File: src/rtl/shift_register_pkg.sv
// ---------------------------------------------------------------------------
// shift_register_pkg
//   Shared definitions for the universal shift register:
//     mode_e         3-bit operation codes (HOLD, SHR, SHL, ROR, ROL, LOAD,
//                    CLEAR, ASR)
//     is_shift_mode  true for the modes that advance the step counter
//     counter_width  width of the step counter for a given steps-per-word
// ---------------------------------------------------------------------------
package shift_register_pkg;

    typedef enum logic [2:0] {
        MODE_HOLD  = 3'b000,
        MODE_SHR   = 3'b001,
        MODE_SHL   = 3'b010,
        MODE_ROR   = 3'b011,
        MODE_ROL   = 3'b100,
        MODE_LOAD  = 3'b101,
        MODE_CLEAR = 3'b110,
        MODE_ASR   = 3'b111
    } mode_e;

    function automatic logic is_shift_mode(input mode_e m);
        return (m inside {MODE_SHR, MODE_SHL, MODE_ROR, MODE_ROL, MODE_ASR});
    endfunction

    // Counter must be at least one bit wide even when it only ever holds 0.
    function automatic int counter_width(input int n);
        return (n > 1) ? $clog2(n) : 1;
    endfunction

endpackage

File: src/rtl/shift_step_counter.sv
// ---------------------------------------------------------------------------
// shift_step_counter
//   Counts shift steps within a word and pulses done for one cycle when the
//   N-th step of a word has been taken. LOAD/CLEAR restart the word.
//
//   Ports:
//     clk      in   1    clock
//     rst_n    in   1    synchronous active-low reset
//     step     in   1    a shift step is taken this cycle
//     restart  in   1    LOAD/CLEAR taken this cycle; wins over step
//     count    out  CW   steps taken in the current word (0 .. N-1)
//     done     out  1    registered one-cycle word-complete pulse
// ---------------------------------------------------------------------------
module shift_step_counter
    import shift_register_pkg::*;
#(
    parameter int N  = 8,
    parameter int CW = counter_width(N)
) (
    input  logic          clk,
    input  logic          rst_n,
    input  logic          step,
    input  logic          restart,
    output logic [CW-1:0] count,
    output logic          done
);

    localparam logic [CW-1:0] LAST = CW'(N - 1);

    logic [CW-1:0] r_count;
    logic          r_done;

    always_ff @(posedge clk) begin
        if (!rst_n) begin
            r_count <= '0;
            r_done  <= 1'b0;
        end else if (restart) begin
            r_count <= '0;
            r_done  <= 1'b0;
        end else if (step) begin
            if (r_count == LAST) begin
                r_count <= '0;
                r_done  <= 1'b1;
            end else begin
                r_count <= r_count + 1'b1;
                r_done  <= 1'b0;
            end
        end else begin
            r_done  <= 1'b0;
        end
    end

    assign count = r_count;
    assign done  = r_done;

endmodule

File: src/rtl/universal_shift_register.sv
// ---------------------------------------------------------------------------
// universal_shift_register
//   W-bit multi-mode shift register moving S bits per enabled step
//   (shift right/left, rotate, arithmetic right, parallel load, clear), with
//   a step counter that pulses done after each full word of N = W/S steps.
//
//   Ports:
//     clk        in   1    clock
//     rst_n      in   1    synchronous active-low reset
//     en         in   1    step enable; 0 holds all state
//     mode       in   3    operation select (mode_e codes)
//     sin_hi     in   S    lane entering the MSB end on SHR
//     sin_lo     in   S    lane entering the LSB end on SHL
//     load_data  in   W    parallel data for LOAD
//     out        out  W    register contents
//     sout_lo    out  S    out[S-1:0]
//     sout_hi    out  S    out[W-1:W-S]
//     count      out  CW   steps taken in the current word
//     done       out  1    one-cycle word-complete pulse
// ---------------------------------------------------------------------------
module universal_shift_register
    import shift_register_pkg::*;
#(
    parameter int W = 8,
    parameter int S = 1,
    localparam int N  = W / S,
    localparam int CW = counter_width(N)
) (
    input  logic          clk,
    input  logic          rst_n,
    input  logic          en,
    input  logic [2:0]    mode,
    input  logic [S-1:0]  sin_hi,
    input  logic [S-1:0]  sin_lo,
    input  logic [W-1:0]  load_data,
    output logic [W-1:0]  out,
    output logic [S-1:0]  sout_lo,
    output logic [S-1:0]  sout_hi,
    output logic [CW-1:0] count,
    output logic          done
);

    mode_e         w_mode;
    logic [W-1:0]  r_data;
    logic [W-1:0]  w_next;
    logic          w_step;
    logic          w_restart;

    assign w_mode = mode_e'(mode);

    always_comb begin
        w_next = r_data;
        if (en) begin
            case (w_mode)
                MODE_HOLD:  w_next = r_data;
                MODE_SHR:   w_next = {sin_hi, r_data[W-1:S]};
                MODE_SHL:   w_next = {r_data[W-S-1:0], sin_lo};
                MODE_ROR:   w_next = {r_data[S-1:0], r_data[W-1:S]};
                MODE_ROL:   w_next = {r_data[W-S-1:0], r_data[W-1:W-S]};
                MODE_LOAD:  w_next = load_data;
                MODE_CLEAR: w_next = '0;
                MODE_ASR:   w_next = {{S{r_data[W-1]}}, r_data[W-1:S]};
                default:    w_next = r_data;
            endcase
        end
    end

    always_ff @(posedge clk) begin
        if (!rst_n) begin
            r_data <= '0;
        end else begin
            r_data <= w_next;
        end
    end

    assign w_step    = en & is_shift_mode(w_mode);
    assign w_restart = en & ((w_mode == MODE_LOAD) | (w_mode == MODE_CLEAR));

    shift_step_counter #(
        .N  (N),
        .CW (CW)
    ) u_counter (
        .clk     (clk),
        .rst_n   (rst_n),
        .step    (w_step),
        .restart (w_restart),
        .count   (count),
        .done    (done)
    );

    assign out     = r_data;
    assign sout_lo = r_data[S-1:0];
    assign sout_hi = r_data[W-1:W-S];

endmodule

File: config.mk
export PLATFORM = sky130hd
export DESIGN_NAME = universal_shift_register
export DESIGN_NICKNAME = d
export VERILOG_FILES = /design/src/rtl/shift_register_pkg.sv /design/src/rtl/shift_step_counter.sv /design/src/rtl/universal_shift_register.sv
export SDC_FILE = /design/constraint.sdc
export NUM_CORES = 1
export LEC_CHECK = 0
export CORE_UTILIZATION = 35
export CTS_CLUSTER_SIZE = 14
export DETAILED_ROUTE_END_ITERATION = 8
export GPL_ROUTABILITY_DRIVEN = 0
export PLACE_DENSITY = 0.77
export SYNTH_ARGS = -nofsm -noshare
export SYNTH_HDL_FRONTEND = slang
export SYNTH_SLANG_ARGS = --single-unit
export TNS_END_PERCENT = 100
File: constraint.sdc
create_clock -name clk -period 1.4 [get_ports clk]
set_input_delay 0.42 -clock clk [delete_from_list [all_inputs] [get_ports clk]]
set_output_delay 0.42 -clock clk [all_outputs]
set_load 0.05 [all_outputs]
==> metrics.yaml, run 1 <==
layout:
  multi_input_area_um2: 480
  regArea_um2: 245
  fin_area_mm2: 0.00134
  drive_gt1_frac: 0.379
  fin_nets: 143
  syn_to_final_growth_pct: 74.3
  fillers: 163
  diodes: 0
yosys:
  yosysUniqueCellTypes: 33
  synth_top_flop_cell: "dfxtp_1"
  synth_cells: 86
  synth_area_um2: 768
  synth-seq-cells: 12
  muxShareOfSynthArea: 0.0261
  synth_simple_gate_area_frac: 0.137
  ys_warn_count: 0
  netlist_top_cells_area: "dfxtp_1 31%, a31oi_1 9.8%, o21ai_0 6.5%, a22oi_1 5.9%, buf_6 4.4%"
  synth_top_family_by_area: "compound AO/OA/AOI/OAI gates"
  avgSynthCellArea_um2: 8.93
  async_flop_share: 0
  yosysTopAreaCellShare: 0.313
  syn_nets: 104
  ys_seq_area_frac: 0.313
  synth_fa_ha_area_frac: 0.0326
  synth_top_area_cell: "dfxtp_1"
  yosys-top-cells-count: "12 x a31oi_1, 12 x dfxtp_1, 10 x o21ai_0, 7 x nand2_1, 6 x a22oi_1"
  synth-xor-area-share: 0.0586
  synth_edf_count: 0
  synth_compound_area_frac: 0.337
power_and_ir_drop:
  ir_worst_vdd_mv: 0.430
  leakage_uw: 0.000530
  power_density_mw_per_mm2: 806
  power_uw: 1080
drt:
  drc: 0
  wl_per_cell_um: 14.5
  final_antenna_net_count: 0
  vias: 844
  drt-vias-per-instance: 5.59
  routed_wl_um: 2200
  first_pass_iters: 4
  dr.first_iter.drc_count: 54
die:
  die_w_um: 48.9
  die_area_mm2: 0.00239
  core-area_mm2: 0.00202
  initial_utilization: 0.380
  ios: 30
  fp.dieH_um: 48.9
  rows: 16
timing:
  min_period_over_period: 0.956
  worst_clock_skew_ns: 0.00694
  worst_pin_slew_ns: 0.256
  fmax_ghz: 0.747
  grt_setup_unrepaired: "true"
  fin_crit_ns: 1.34
  tns_ns: 0
  setup_viol: 0
  slew_violations: 0
  final_hold_viol_count: 0
  relSlewSlack: 0.828
global_routing:
  grt_pass1_vias: 775
  grt_usage: 0.199
  grt-ovfl-total: 0
  grt_pass1_wl_um: 3620
  antenna_found_initial: 0
  grt_max_degree: 11
clocking:
  cts_tree: "yes"
  clockBufferDepth: 2
  hold_buffers: 0
  cts_made_buffers: 3
  cts_max_level: 1
  cts.sinks: 12
  path_clk_slew_ns: 0.07
  root_buffer: "clkbuf_4"
  clk_latency_ns: 0.28
critical_path:
  max_stage_delay_ns: 0.22
  required_ns: 1.56
  cp_max_fo: 3
  worstSetupPathType: "primary input to flop"
  cp.arrival_ns: 1.50
  worst_setup_path_start_kind: "primary input"
  rrSetupSlack_ns: 0.12
  endpoint_kind: "flop"
  critPathSlowestCell: "o211ai_4"
  worstPathCellList: "clkdlybuf4s15_1 > buf_6 > xor2_4 > o211ai_4 > buf_6 > mux2i_1 > nor2_1"
  crit_top_cell: "buf_6"
flow_run:
  drv_cap: 0
placed_design:
  postPlaceCellArea_mm2: 0.00126
  io_buffers: 29
  hpwl_um: 1570
run_status:
  status: "completed"
hold_path:
  min_path_type: "flop to flop"
[logic make-up (layout without fill, tap and decap cells)]
kind of cell    after synthesis  after routing
compound gates               38             38
mux                           2              2
xor+xnor                      3              3
flops                        12             12
fa+ha+maj                     2              2
buf+inv                      11             49
simple gates                 18             18
[state kept, by name, summed over array words and instances, names as in the netlist]
| name | cells |
|---|---|
| out | 8 |
| u_counter.count | 3 |
| u_counter.done | 1 |
[placed cells by master (no fill, tap or decap), types with 2 or more instances in the layout]
cell type,count
dfxtp_1,8
nand2_1,7
ha_1,2
dlygate4sd2_1,2
clkdlybuf4s50_1,11
buf_6,3
dfxtp_2,4
inv_1,2
nor2_1,2
a21oi_1,2
mux2i_1,2
a22oi_1,6
buf_4,10
nor3_1,2
o21ai_0,7
buf_12,14
o21ai_1,4
clkbuf_4,3
a31oi_1,12
[where the power goes]
part           switching [uW]  internal (uW)  total [uW]
combinational             200            204         404
clock                     118            158         276
sequential               36.0            363         399
[timing repair]
action	4_1_cts	5_1_grt
resized for setup	9	11
setup buffers	1	0
setup endpoints to repair	12	12
gates cloned	0	0
pin swaps	4	6
[metal layers]
layer | track usage | share of wire
met5 | 0 | 0
met4 | 0.0882 | 0.010
met3 | 0.0187 | 0.083
met2 | 0.343 | 0.52
met1 | 0.250 | 0.39
[worst max-delay path, delay by kind of cell]
kind / cells / cell delay, ns
buf+inv: 3 / 0.47
compound gates: 1 / 0.22
mux: 1 / 0.18
xor+xnor: 1 / 0.15
simple gates: 1 / 0.07
[final timing paths]
| check | cells past startpoint | startpoint | end |
|---|---|---|---|
| worst max-delay path | 7 | mode[2] | u_counter.count[2] |
| worst min-delay path | 2 | u_counter.count[0] | u_counter.count[0] |
| worst max register to register | 4 | u_counter.count[0] | u_counter.count[0] |
| worst min register to register | 2 | u_counter.count[0] | u_counter.count[0] |
[area by class of cell]
class	count	share of cell area
Timing Repair Buffer	42	0.397
Multi-Input combinational cell	63	0.359
Sequential cell	12	0.183
Clock buffer	4	0.0271
Tap cell	27	0.0252
Inverter	3	0.00841
[per-stage QoR]
step	setup slack (ns)	std cells	hold WS [ns]	util
2_1_floorplan	0.0330	86	0.594	-
3_3_place_gp	-0.496	146	0.487	0.624
3_5_place_dp	-0.563	146	0.507	0.624
4_1_cts	0.00234	151	0.534	0.653
5_1_grt	-0.00800	151	0.559	0.662
6_report	0.0621	151	0.533	0.662
No activity file was read; power rests on OpenSTA's default activity.
==> inputs of run 2 (changes only) <==
CAP_MARGIN = 20   (was default)
CORE_MARGIN = 3   (was default)
==> metrics.yaml, run 2 (same netlist as run 1, synthesis figures left out) <==
run_status:
  status: "completed"  # unchanged
power_and_ir_drop:
  ir_worst_vdd_mv: 0.372  # was 0.430 mV
  leakage_uw: 0.000522  # was 0.000530 uW
  power_density_mw_per_mm2: 764  # was 806 mW/mm^2
placed_design:
  place_inst: 145  # was 146
  io_buffers: 29  # unchanged
  hpwl_um: 1570  # about the same
global_routing:
  grt_pass1_vias: 758  # was 775
  grt-ovfl-total: 0  # unchanged
  antenna_found_initial: 0  # unchanged
  grt_usage: 0.161  # was 0.199
  grt_pass1_wl_um: 3390  # was 3620 um
  grt_max_degree: 12  # was 11
timing:
  tns_ns: 0  # unchanged
  relSlewSlack: 0.754  # was 0.828
  whs_ns: 0.503  # was 0.533 ns
  min_period_over_period: 0.983  # was 0.956
  setup_viol: 0  # unchanged
  fin_crit_ns: 1.38  # was 1.34 ns
  slew_violations: 0  # unchanged
  worst_pin_slew_ns: 0.368  # was 0.256 ns
  final_hold_viol_count: 0  # unchanged
  grt_setup_unrepaired: "false"  # was true
  fmax_ghz: 0.727  # was 0.747 GHz
  worst_clock_skew_ns: 0.00106  # was 0.00694 ns
critical_path:
  required_ns: 0.98  # was 1.56 ns
  cp.arrival_ns: 0.96  # was 1.50 ns
  critical_path.top_delay_family: "flip-flops"  # was buffers and inverters
  worstSetupPathType: "flop to primary output"  # was primary input to flop
  worstPathCellList: "buf_12"  # was clkdlybuf4s15_1 > buf_6 > xor2_4 > o211ai_4 > buf_6 > mux2i_1 > nor2_1
  cp_max_fo: 5  # was 3
  worst_setup_path_start_kind: "flop"  # was primary input
  critPathSlowestCell: "dfxtp_1"  # was o211ai_4
  endpoint_kind: "primary output"  # was flop
  critPathBufInv: 1  # was 3
  max_stage_delay_ns: 0.50  # was 0.22 ns
layout:
  final_cells: 149  # was 151
  fin_nets: 142  # was 143
  largest_reg_flops: 8  # unchanged
  final_common_cell: "buf_12"  # unchanged
  final_cell_mix: "16 x buf_12, 12 x a31oi_1, 11 x clkdlybuf4s50_1, 9 x o21ai_0, 9 x dfxtp_1"  # was 14 x buf_12, 12 x a31oi_1, 11 x clkdlybuf4s50_1, 10 x buf_4, 8 x dfxtp_1
  diodes: 0  # unchanged
  drive_gt1_frac: 0.352  # was 0.379
  syn_to_final_growth_pct: 72.5  # was 74.3%
die:
  rows: 16  # unchanged
  ios: 30  # unchanged
  core-area_mm2: 0.00202  # unchanged
  fp.dieH_um: 52.9  # was 48.9 um
  die_area_mm2: 0.00279  # was 0.00239 mm^2
  die_w_um: 52.9  # was 48.9 um
  initial_utilization: 0.380  # unchanged
clocking:
  cts_max_level: 1  # unchanged
  cts_tree: "yes"  # unchanged
  path_clk_slew_ns: 0.07  # about the same
  clockBufferDepth: 2  # unchanged
  cts.sinks: 12  # unchanged
  clk_latency_ns: 0.27  # was 0.28 ns
  cts_made_buffers: 3  # unchanged
  root_buffer: "clkbuf_4"  # unchanged
drt:
  wl_per_cell_um: 13.5  # was 14.5 um
  routed_wl_um: 2020  # was 2200 um
  drt-vias-per-instance: 5.46  # was 5.59
  first_pass_iters: 4  # unchanged
  drc: 0  # unchanged
  dr.first_iter.drc_count: 49  # was 54
  vias: 814  # was 844
  final_antenna_net_count: 0  # unchanged
hold_path:
  min_path_type: "flop to flop"  # unchanged
flow_run:
  drv_cap: 0  # unchanged
-- run 2: metrics by stage --
step | util | setup WS (ns) | instance area [um^2] | total power, uW
after floorplan | - | 0.0330 | 771 | 598
after global placement | 0.627 | -0.515 | 1270 | 784
after detailed placement | 0.627 | -0.556 | 1270 | 792
after CTS | 0.650 | 0.00583 | 1320 | 1010
after global routing | 0.655 | 0.00683 | 1330 | 1060
final | 0.655 | 0.0244 | 1330 | 1010
-- run 2: routing by layer --
| metal | vias to the layer above | GRT usage | wire (um) |
|---|---|---|---|
| li1 | 395 | - | - |
| met5 | - | 0 | 0 |
| met3 | 3 | 0.0197 | 155 |
| met4 | 0 | 0.0766 | 23 |
| met2 | 40 | 0.250 | 962 |
| met1 | 376 | 0.219 | 874 |
-- run 2: final cells by class --
class,instances,area [um^2]
fillers,167,697
repair buffers,41,546
multi-input cells,63,468
flip-flops and latches,12,244
well taps,27,33.8
clock buffers,3,22.5
inverters,3,11.3
-- run 2: path summary, 6_finish.rpt --
kind                           start            endpoint  slack (ns)  cells after the start
setup / recovery              out[0]             sout_lo        0.02                      1
setup reg to reg  u_counter.count[0]  u_counter.count[0]        0.18                      4
hold / removal    u_counter.count[0]  u_counter.count[0]        0.50                      2
hold reg to reg   u_counter.count[0]  u_counter.count[0]        0.50                      2
-- run 2: report_power, final --
group	total (uW)	internal (uW)	switching [uW]
logic	401	206	195
registers	399	363	36.2
clock network	212	99.6	112
-- run 2: what timing repair did --
action	in CTS	in global routing
pin swaps	2	0
buffers inserted	1	0
hold buffers	0	0
endpoints found under the setup margin	12	12
resized for setup	7	7
==> inputs of run 3 (changes only) <==
CORE_MARGIN = 2   (was 3)
SLEW_MARGIN = 20   (was default)
==> metrics.yaml, run 3 (same netlist as run 1, synthesis figures left out) <==
run_status:
  status: "completed"  # unchanged
placed_design:
  hpwl_um: 1510  # was 1570 um
  io_buffers: 29  # unchanged
  postPlaceCellArea_mm2: 0.00127  # about the same
  place_inst: 146  # was 145
timing:
  min_period_over_period: 0.974  # was 0.983
  grt_setup_unrepaired: "false"  # unchanged
  final_hold_viol_count: 0  # unchanged
  relSlewSlack: 0.778  # was 0.754
  fin_crit_ns: 1.36  # was 1.38 ns
  worst_clock_skew_ns: 0.00268  # was 0.00106 ns
  worst_pin_slew_ns: 0.332  # was 0.368 ns
  setup_viol: 0  # unchanged
  fmax_ghz: 0.734  # was 0.727 GHz
  slew_violations: 0  # unchanged
die:
  initial_utilization: 0.380  # unchanged
  core-area_mm2: 0.00202  # unchanged
  die_w_um: 50.9  # was 52.9 um
  rows: 16  # unchanged
  ios: 30  # unchanged
  fp.dieH_um: 50.9  # was 52.9 um
  die_area_mm2: 0.00259  # was 0.00279 mm^2
drt:
  dr.first_iter.drc_count: 35  # was 49
  drc: 0  # unchanged
  drt-vias-per-instance: 5.46  # about the same
  first_pass_iters: 4  # unchanged
  final_antenna_net_count: 0  # unchanged
  routed_wl_um: 1960  # was 2020 um
  vias: 819  # was 814
  wl_per_cell_um: 13.1  # was 13.5 um
global_routing:
  grt_pass1_vias: 803  # was 758
  grt_usage: 0.179  # was 0.161
  grt_pass1_wl_um: 3550  # was 3390 um
  grt-ovfl-total: 0  # unchanged
  grt_max_degree: 12  # unchanged
  antenna_found_initial: 0  # unchanged
clocking:
  root_buffer: "clkbuf_4"  # unchanged
  hold_buffers: 0  # unchanged
  cts_max_level: 1  # unchanged
  cts.sinks: 12  # unchanged
  cts_tree: "yes"  # unchanged
  clk_latency_ns: 0.28  # was 0.27 ns
  cts_made_buffers: 3  # unchanged
  clockBufferDepth: 2  # unchanged
  path_clk_slew_ns: 0.07  # about the same
power_and_ir_drop:
  leakage_uw: 0.000517  # was 0.000522 uW
  power_density_mw_per_mm2: 767  # was 764 mW/mm^2
  ir_worst_vdd_mv: 0.411  # was 0.372 mV
critical_path:
  worst_setup_path_start_kind: "primary input"  # was flop
  rr_worst_depth: 4  # unchanged
  cp_max_fo: 3  # was 5
  endpoint_kind: "flop"  # was primary output
  worstSetupPathType: "primary input to flop"  # was flop to primary output
  cp.arrival_ns: 1.54  # was 0.96 ns
  required_ns: 1.57  # was 0.98 ns
layout:
  final_cells: 150  # was 149
  diodes: 0  # unchanged
  final_cell_mix: "16 x buf_12, 12 x a31oi_1, 11 x clkdlybuf4s50_1, 10 x buf_4"  # was 16 x buf_12, 12 x a31oi_1, 11 x clkdlybuf4s50_1, 9 x o21ai_0, 9 x dfxtp_1
  drive_gt1_frac: 0.366  # was 0.352
  syn_to_final_growth_pct: 72.0  # was 72.5%
  final_common_cell: "buf_12"  # unchanged
  fin_area_mm2: 0.00132  # was 0.00133 mm^2
  fin_nets: 143  # was 142
  largest_reg_flops: 8  # unchanged
hold_path:
  min_path_type: "flop to flop"  # unchanged
  min_delay_path_depth: 2  # unchanged
flow_run:
  drv_cap: 0  # unchanged
run 3: area by class of cell:
class                      instances  area (um^2)
fill                             161          701
timing repair buffer              42          548
multi-input combinational         63          460
sequential                        12          245
tap                               27         33.8
clock buffer                       3         22.5
inverter                           3         11.3
run 3: what timing repair did:
item                                    CTS  global route
pin swaps                                 2             0
setup buffers                             1             0
resized for setup                         7             6
endpoints found under the setup margin   12            12
run 3: power breakdown:
group          switching, uW  total (uW)  internal, uW  leakage [uW]
Sequential              35.8         399           363      0.000100
Combinational            192         398           206      0.000404
Clock                    116         215          99.8     0.0000138
run 3: routing by layer:
layer / wire [um] / vias to the layer above / global-route usage
li1: - / 396 / -
met1: 800 / 373 / 0.221
met2: 927 / 46 / 0.276
met3: 187 / 4 / 0.0497
met4: 42 / 0 / 0.104
met5: 0 / - / 0
run 3: final timing paths:
| path | startpoint | to | slack (ns) |
|---|---|---|---|
| setup reg to reg | u_counter.count[0] | u_counter.count[0] | 0.16 |
| hold / removal | u_counter.count[0] | u_counter.count[0] | 0.51 |
| hold reg to reg | u_counter.count[0] | u_counter.count[0] | 0.51 |
| setup / recovery | mode[2] | u_counter.count[2] | 0.04 |
run 3: through the flow:
stage	TNS (ns)	hold slack, ns	util	power, uW	worst slack [ns]
2_1_floorplan	0	0.594	-	598	0.0330
3_3_place_gp	-5.48	0.489	0.631	786	-0.505
3_5_place_dp	-5.89	0.496	0.631	792	-0.562
4_1_cts	0	0.505	0.652	1010	0.00808
5_1_grt	0	0.546	0.653	1070	0.00327
6_report	0	0.512	0.653	1010	0.0369
run 3: critical path, cell delays in order:
cell and delay, ns:
dlygate4sd2_1 0.25, buf_6 0.13, xor2_4 0.15, o211ai_4 0.24, buf_12 0.14, mux2i_1 0.16, nor2_1 0.05
